==> src/rtl/puf_challenge_sequencer_if.sv <==
// Bundles the host-side control and RO-PUF core signals of the challenge
// sequencer. The sequencer connects through the slave modport. The host/core
// side, or a testbench standing in for both, connects through master.
//
// Handshake: the sequencer accepts a start pulse only while idle (busy=0).
// From the cycle after acceptance, busy stays high through the done cycle.
// done is a one-cycle pulse; response/hd/pass are valid in that cycle and
// are held afterwards. start is not queued while busy.
interface puf_challenge_sequencer_if #(
   parameter int N_BITS = 16
) ();
   localparam int HD_W = $clog2(N_BITS + 1);

   logic              start;
   logic [3:0]        challenge;
   logic [N_BITS-1:0] golden;
   logic              puf_bit;
   logic [3:0]        sel_a;
   logic [3:0]        sel_b;
   logic              ro_enable;
   logic              ro_reset;
   logic              busy;
   logic              done;
   logic [N_BITS-1:0] response;
   logic [HD_W-1:0]   hd;
   logic              pass;
   logic [2:0]        state_dbg;

   modport master (
      output start, challenge, golden, puf_bit,
      input  sel_a, sel_b, ro_enable, ro_reset, busy, done, response, hd, pass,
             state_dbg
   );

   modport slave (
      input  start, challenge, golden, puf_bit,
      output sel_a, sel_b, ro_enable, ro_reset, busy, done, response, hd, pass,
             state_dbg
   );
endinterface

==> src/rtl/puf_challenge_sequencer.sv <==
// RO-PUF challenge sequencer. It steps the core through N_BITS ring pairs.
// Each pair goes through settle (RO reset), measure (RO enable), hold and
// capture. The sequencer assembles the comparator bits LSB first.
// Optional feature macro: PUF_HD_CHECK_EN adds a Hamming-distance check
// against the golden word. Without the macro, hd and pass read 0.
// Every output comes from a register or is decoded from the state register.
module puf_challenge_sequencer #(
   parameter int N_BITS        = 16,
   parameter int SETTLE_CYCLES = 3,
   parameter int MEAS_CYCLES   = 4095,
   parameter int HD_THRESH     = 3
) (
   input logic                    clock,
   input logic                    reset,
   puf_challenge_sequencer_if.slave bus
);
   localparam int HD_W = $clog2(N_BITS + 1);
   localparam int KW   = (N_BITS > 1) ? $clog2(N_BITS) : 1;

   typedef enum logic [2:0] {
      S_IDLE    = 3'd0,
      S_SETTLE  = 3'd1,
      S_MEASURE = 3'd2,
      S_HOLD    = 3'd3,
      S_CAPTURE = 3'd4,
      S_DONE    = 3'd5
   } state_t;

   state_t            state_q, state_d;
   logic [11:0]       timer_q, timer_d;
   logic [KW-1:0]     k_q, k_d;
   logic [3:0]        sel_a_q, sel_a_d;
   logic [3:0]        sel_b_q, sel_b_d;
   logic [N_BITS-1:0] response_q, response_d;
   logic [N_BITS-1:0] resp_cap;
   logic              last_pair;
   logic              accept;

   assign accept    = (state_q == S_IDLE) && bus.start;
   assign last_pair = (k_q == KW'(N_BITS - 1));

   // Response word with the current pair's comparator bit merged in
   always_comb begin
      resp_cap       = response_q;
      resp_cap[k_q]  = bus.puf_bit;
   end

   // Next-state, timer, pair index, selects and response assembly
   always_comb begin
      state_d    = state_q;
      timer_d    = timer_q;
      k_d        = k_q;
      sel_a_d    = sel_a_q;
      sel_b_d    = sel_b_q;
      response_d = response_q;
      case (state_q)
         S_IDLE: begin
            if (bus.start) begin
               state_d    = S_SETTLE;
               timer_d    = 12'(SETTLE_CYCLES);
               k_d        = '0;
               sel_a_d    = bus.challenge;
               sel_b_d    = bus.challenge + 4'd1;
               response_d = '0;
            end
         end
         S_SETTLE: begin
            if (timer_q == 12'd1) begin
               state_d = S_MEASURE;
               timer_d = 12'(MEAS_CYCLES);
            end else begin
               timer_d = timer_q - 12'd1;
            end
         end
         S_MEASURE: begin
            if (timer_q == 12'd1) begin
               state_d = S_HOLD;
               timer_d = 12'd1;
            end else begin
               timer_d = timer_q - 12'd1;
            end
         end
         S_HOLD: begin
            state_d = S_CAPTURE;
            timer_d = 12'd1;
         end
         S_CAPTURE: begin
            response_d = resp_cap;
            if (last_pair) begin
               state_d = S_DONE;
               timer_d = 12'd1;
            end else begin
               // 4-bit wrap keeps sel_a and sel_b distinct on every pair
               state_d = S_SETTLE;
               timer_d = 12'(SETTLE_CYCLES);
               k_d     = k_q + KW'(1);
               sel_a_d = sel_a_q + 4'd1;
               sel_b_d = sel_b_q + 4'd1;
            end
         end
         S_DONE: begin
            state_d = S_IDLE;
            timer_d = 12'd0;
         end
         default: begin
            state_d = S_IDLE;
            timer_d = 12'd0;
         end
      endcase
   end

   // State and datapath registers with asynchronous abort on reset
   always_ff @(posedge clock or posedge reset) begin
      if (reset) begin
         state_q    <= S_IDLE;
         timer_q    <= 12'd0;
         k_q        <= '0;
         sel_a_q    <= 4'd0;
         sel_b_q    <= 4'd0;
         response_q <= '0;
      end else begin
         state_q    <= state_d;
         timer_q    <= timer_d;
         k_q        <= k_d;
         sel_a_q    <= sel_a_d;
         sel_b_q    <= sel_b_d;
         response_q <= response_d;
      end
   end

`ifdef PUF_HD_CHECK_EN
   logic [HD_W-1:0] hd_calc;
   logic [HD_W-1:0] hd_q, hd_d;
   logic            pass_q, pass_d;

   // Popcount of the final response against the enrolled golden word
   always_comb begin
      hd_calc = '0;
      for (int i = 0; i < N_BITS; i++) begin
         hd_calc = hd_calc + HD_W'(resp_cap[i] ^ bus.golden[i]);
      end
   end

   // hd/pass update on the last capture and clear on start acceptance
   always_comb begin
      hd_d   = hd_q;
      pass_d = pass_q;
      if (accept) begin
         hd_d   = '0;
         pass_d = 1'b0;
      end else if ((state_q == S_CAPTURE) && last_pair) begin
         hd_d   = hd_calc;
         pass_d = (int'(hd_calc) <= HD_THRESH);
      end
   end

   // Hamming-distance result registers
   always_ff @(posedge clock or posedge reset) begin
      if (reset) begin
         hd_q   <= '0;
         pass_q <= 1'b0;
      end else begin
         hd_q   <= hd_d;
         pass_q <= pass_d;
      end
   end

   assign bus.hd   = hd_q;
   assign bus.pass = pass_q;
`else
   assign bus.hd   = '0;
   assign bus.pass = 1'b0;
`endif

   assign bus.sel_a     = sel_a_q;
   assign bus.sel_b     = sel_b_q;
   assign bus.ro_enable = (state_q == S_MEASURE);
   assign bus.ro_reset  = (state_q == S_IDLE) || (state_q == S_SETTLE) ||
                          (state_q == S_DONE);
   assign bus.busy      = (state_q != S_IDLE);
   assign bus.done      = (state_q == S_DONE);
   assign bus.response  = response_q;
   assign bus.state_dbg = state_q;
endmodule
==> src/flat_wrapper.sv <==
// flat-port wrapper written by rule: the top's interface ports become plain ports
module puf_challenge_sequencer_flat 
#(
   parameter int N_BITS        = 16,
   parameter int SETTLE_CYCLES = 3,
   parameter int MEAS_CYCLES   = 4095,
   parameter int HD_THRESH     = 3
)
  (clock, reset, bus_start, bus_challenge, bus_golden, bus_puf_bit, bus_sel_a, bus_sel_b, bus_ro_enable, bus_ro_reset, bus_busy, bus_done, bus_response, bus_hd, bus_pass, bus_state_dbg);
  puf_challenge_sequencer_if #(.N_BITS(N_BITS)) bus_i ();
  input logic clock;
  input logic reset;
  input wire logic [$bits(bus_i.start)-1:0] bus_start;
  input wire logic [$bits(bus_i.challenge)-1:0] bus_challenge;
  input wire logic [$bits(bus_i.golden)-1:0] bus_golden;
  input wire logic [$bits(bus_i.puf_bit)-1:0] bus_puf_bit;
  output wire logic [$bits(bus_i.sel_a)-1:0] bus_sel_a;
  output wire logic [$bits(bus_i.sel_b)-1:0] bus_sel_b;
  output wire logic [$bits(bus_i.ro_enable)-1:0] bus_ro_enable;
  output wire logic [$bits(bus_i.ro_reset)-1:0] bus_ro_reset;
  output wire logic [$bits(bus_i.busy)-1:0] bus_busy;
  output wire logic [$bits(bus_i.done)-1:0] bus_done;
  output wire logic [$bits(bus_i.response)-1:0] bus_response;
  output wire logic [$bits(bus_i.hd)-1:0] bus_hd;
  output wire logic [$bits(bus_i.pass)-1:0] bus_pass;
  output wire logic [$bits(bus_i.state_dbg)-1:0] bus_state_dbg;
  assign bus_i.start = bus_start;
  assign bus_i.challenge = bus_challenge;
  assign bus_i.golden = bus_golden;
  assign bus_i.puf_bit = bus_puf_bit;
  assign bus_sel_a = bus_i.sel_a;
  assign bus_sel_b = bus_i.sel_b;
  assign bus_ro_enable = bus_i.ro_enable;
  assign bus_ro_reset = bus_i.ro_reset;
  assign bus_busy = bus_i.busy;
  assign bus_done = bus_i.done;
  assign bus_response = bus_i.response;
  assign bus_hd = bus_i.hd;
  assign bus_pass = bus_i.pass;
  assign bus_state_dbg = bus_i.state_dbg;
  puf_challenge_sequencer #(.N_BITS(N_BITS), .SETTLE_CYCLES(SETTLE_CYCLES), .MEAS_CYCLES(MEAS_CYCLES), .HD_THRESH(HD_THRESH)) u_core (.clock(clock), .reset(reset), .bus(bus_i));
endmodule
==> config.mk <==
export PLATFORM = sky130hd
export DESIGN_NAME = puf_challenge_sequencer_flat
export DESIGN_NICKNAME = d
export VERILOG_FILES = /design/src/rtl/puf_challenge_sequencer_if.sv /design/src/rtl/puf_challenge_sequencer.sv /design/src/flat_wrapper.sv
export SDC_FILE = /design/constraint.sdc
export NUM_CORES = 1
export LEC_CHECK = 0
export CORE_MARGIN = 3
export CORE_UTILIZATION = 51
export DETAILED_ROUTE_END_ITERATION = 8
export PLACE_DENSITY = 0.81
export SLEW_MARGIN = 20
export SYNTH_ARGS = -nofsm -noshare
export SYNTH_HDL_FRONTEND = slang
export SYNTH_SLANG_ARGS = --single-unit
==> constraint.sdc <==
create_clock -name clock -period 2.6 [get_ports clock]
set_clock_uncertainty 0.05 [all_clocks]
set_input_delay 0.78 -clock clock [delete_from_list [all_inputs] [get_ports clock]]
set_output_delay 0.78 -clock clock [all_outputs]
set_load 0.005 [all_outputs]
==> results.py <==
metrics = {
    "run_status": {
        "status": "complete, no violations",
    },
    "worst_setup_path": {
        "worstPathRequired_ps": 1770,
        "start_kind": "register",
        "rrSetupSlack_ps": 410,
        "path_max_fanout": 12,
        "critical_path_arrival_ps": 1620,
        "cp-end-kind": "output port",
        "worst-setup-path-type": "register to output port",
    },
    "floorplan": {
        "die_h_um": 78.7,
        "core_area_um2": 4910,
        "fp.dieW_um": 78.7,
        "die_area_um2": 6190,
        "start_util": 0.548,
        "io_pins": 61,
        "row_count": 25,
    },
    "clocking": {
        "postCtsSetupRepairBufs": 0,
        "h-tree-depth": 2,
        "clk_latency_ps": 300,
        "hold_buffers": 0,
        "cts_sinks": 43,
        "cts-root-buf": "clkbuf_8",
        "path_clk_slew_ps": 80,
        "cts_resized": 0,
        "cts_buffers": 5,
        "tritoncts": "built",
        "cts_max_path_buffers": 2,
    },
    "synth": {
        "synthesis.area_um2": 2690,
        "synth_ff_type": "dfrtp_1",
        "synth-edff-count": 0,
        "synthArstFlopShare": 1.00,
        "synth_cell_types": 60,
        "syn_inst": 300,
        "yosysWarnings": 0,
        "synth_area_per_cell_um2": 8.98,
        "synth_seq_area_share": 0.400,
        "synth_seq_cells": 43,
    },
    "route": {
        "drt_iter0_drc": 169,
        "drt-wirelength-per-cell_um": 15.9,
        "drc": 0,
        "wl_um": 6470,
        "first_pass_iters": 5,
        "ant_nets": 0,
        "vias": 2462,
        "vias_per_cell": 6.06,
    },
    "placed_design": {
        "place_worst_setup_slack_ps": 43.8,
        "place_congestion": 0.919,
        "io_buffer_count": 38,
        "hpwlAfterDp_um": 4520,
    },
    "sta": {
        "worst_slack_ps": 152,
        "fmax_mhz": 408,
        "rsz0062_at_grt": "no",
        "final_max_slew_viol_count": 0,
        "period_needed_ps": 2450,
        "slew_headroom": 0.541,
        "worstMarginPinSlew_ps": 688,
        "period_share": 0.942,
        "report.final.setup_viol": 0,
        "totalNegativeSetupSlack_ps": 0,
        "hold_viol": 0,
    },
    "layout": {
        "n_antenna_cell": 0,
        "final.fill_count": 429,
        "final_common_cell": "nand2_1",
        "nNetsFinal": 370,
        "multi_input_area_um2": 1440,
        "drive_gt1_frac": 0.112,
        "seqCellArea_um2": 1080,
        "syn2layout_area_growth_pct": 21.2,
        "final_cell_mix": "nand2_1 (50), dfrtp_1 (41), clkdlybuf4s50_1 (38)",
    },
    "flow_run": {
        "drv_cap": 0,
    },
    "pwr": {
        "p_leak_nw": 1.34,
        "worst_ir_drop_vdd_mv": 0.275,
        "power_density_nw_per_um2": 419,
    },
    "global_route": {
        "grt_max_degree": 33,
        "grt_pass1_vias": 2312,
        "overflow": 0,
        "antenna_found_initial": 0,
        "grt.total_usage": 0.223,
        "grt_pass1_wl_um": 11100,
    },
    "hold_path": {
        "hp-class": "register to register",
    },
}
[worst max-delay path: stages, from the launching register on]
cell and delay, ps:
dfrtp_1 480, inv_1 80, buf_4 200, nand2_1 70, clkdlybuf4s50_1 490
[flip-flops by register name, summed over array words and instances (netlist names)]
register and flops:
u_core.k_q 4, u_core.bus.sel_a 4, u_core.timer_q 12, u_core.bus.response 16
u_core.bus.sel_b 4, u_core.bus.state_dbg 3
[through the flow]
| step | area [um^2] | hold WS (ps) | utilization | std cells | total power, mW |
|---|---|---|---|---|---|
| detailed placement | 3130 | 461 | 0.637 | 398 | 0.768 |
| CTS | 3260 | 483 | 0.664 | 406 | 1.39 |
| global placement | 3130 | 453 | 0.637 | 398 | 0.767 |
| finish | 3260 | 480 | 0.664 | 406 | 1.37 |
| floorplan | 2710 | 456 | - | 305 | 0.739 |
| global route | 3260 | 520 | 0.664 | 406 | 1.43 |
[final cells by class]
cell class,count,area share
clock buffer,6,0.0222
timing repair buffer,51,0.150
multi-input combinational,228,0.442
sequential,43,0.331
inverter,9,0.0104
tap,67,0.0257
clock inverter,2,0.0184
[synth_stat cells (2+ instances only)]
master,count,area share
nor2b_1,4,0.0093
clkbuf_1,7,0.0098
a21o_1,2,0.0056
o221ai_1,4,0.013
dfrtp_1,43,0.40
o22a_1,2,0.0065
nand2b_1,5,0.012
and3_1,6,0.014
or4_4,2,0.0084
o21ai_4,2,0.012
buf_2,6,0.011
nor3_1,8,0.015
o311ai_1,2,0.0065
o21a_1,2,0.0056
a31oi_1,4,0.0093
inv_1,9,0.013
a21oi_1,6,0.011
o311ai_0,4,0.013
o21ai_0,14,0.026
nand3_1,7,0.013
o211ai_1,16,0.045
buf_6,4,0.017
nor4_1,2,0.0046
nor2_1,17,0.024
o31ai_1,2,0.0056
ha_1,8,0.037
and2_1,3,0.0070
nand2_1,50,0.070
buf_4,7,0.020
o2111ai_1,3,0.0098
o21ai_1,4,0.0074
nand4_1,17,0.039
[routing by layer]
metal / share of wire / GRT usage / vias up / routed length (um)
met4: 0.018 / 0.0752 / 0 / 118
met1: 0.45 / 0.316 / 1145 / 2930
met3: 0.069 / 0.0482 / 15 / 447
li1: - / - / 1185 / -
met2: 0.46 / 0.339 / 117 / 2970
met5: 0 / 0 / - / 0
[report_power, final]
part           switching [mW]  leakage [nW]  internal (mW)  total (mW)
clock                   0.230        0.0654          0.384       0.614
sequential             0.0102         0.513          0.674       0.684
combinational          0.0393         0.758         0.0318      0.0711
[kinds of logic (layout without fill, tap and decap cells)]
kind of cell	after synthesis	count (layout)	synth area share
simple gates	134	134	0.268
buf+inv	34	68	0.0711
other cells	1	6	0.00139
fa+ha+maj	8	8	0.0372
compound gates	78	78	0.215
flops	43	43	0.400
mux	2	2	0.00790
[path summary, 6_finish.rpt]
kind / startpoint / to / cells past startpoint
min: u_core.bus.response[11]$_DFFE_PP0P_ / u_core.bus.response[11]$_DFFE_PP0P_ / 2
min reg2reg: u_core.bus.response[11]$_DFFE_PP0P_ / u_core.bus.response[11]$_DFFE_PP0P_ / 2
max reg2reg: u_core.bus.state_dbg[0]$_DFFE_PP0P_ / u_core.bus.sel_b[2]$_DFFE_PP0P_ / 8
max: u_core.bus.state_dbg[2]$_DFFE_PP0P_ / bus_busy / 4
min in group asynchronous: reset / u_core.timer_q[4]$_DFFE_PP0P_ / 2
max in group asynchronous: reset / u_core.k_q[1]$_DFFE_PP0P_ / 3
No activity file was read; power rests on OpenSTA's default activity.
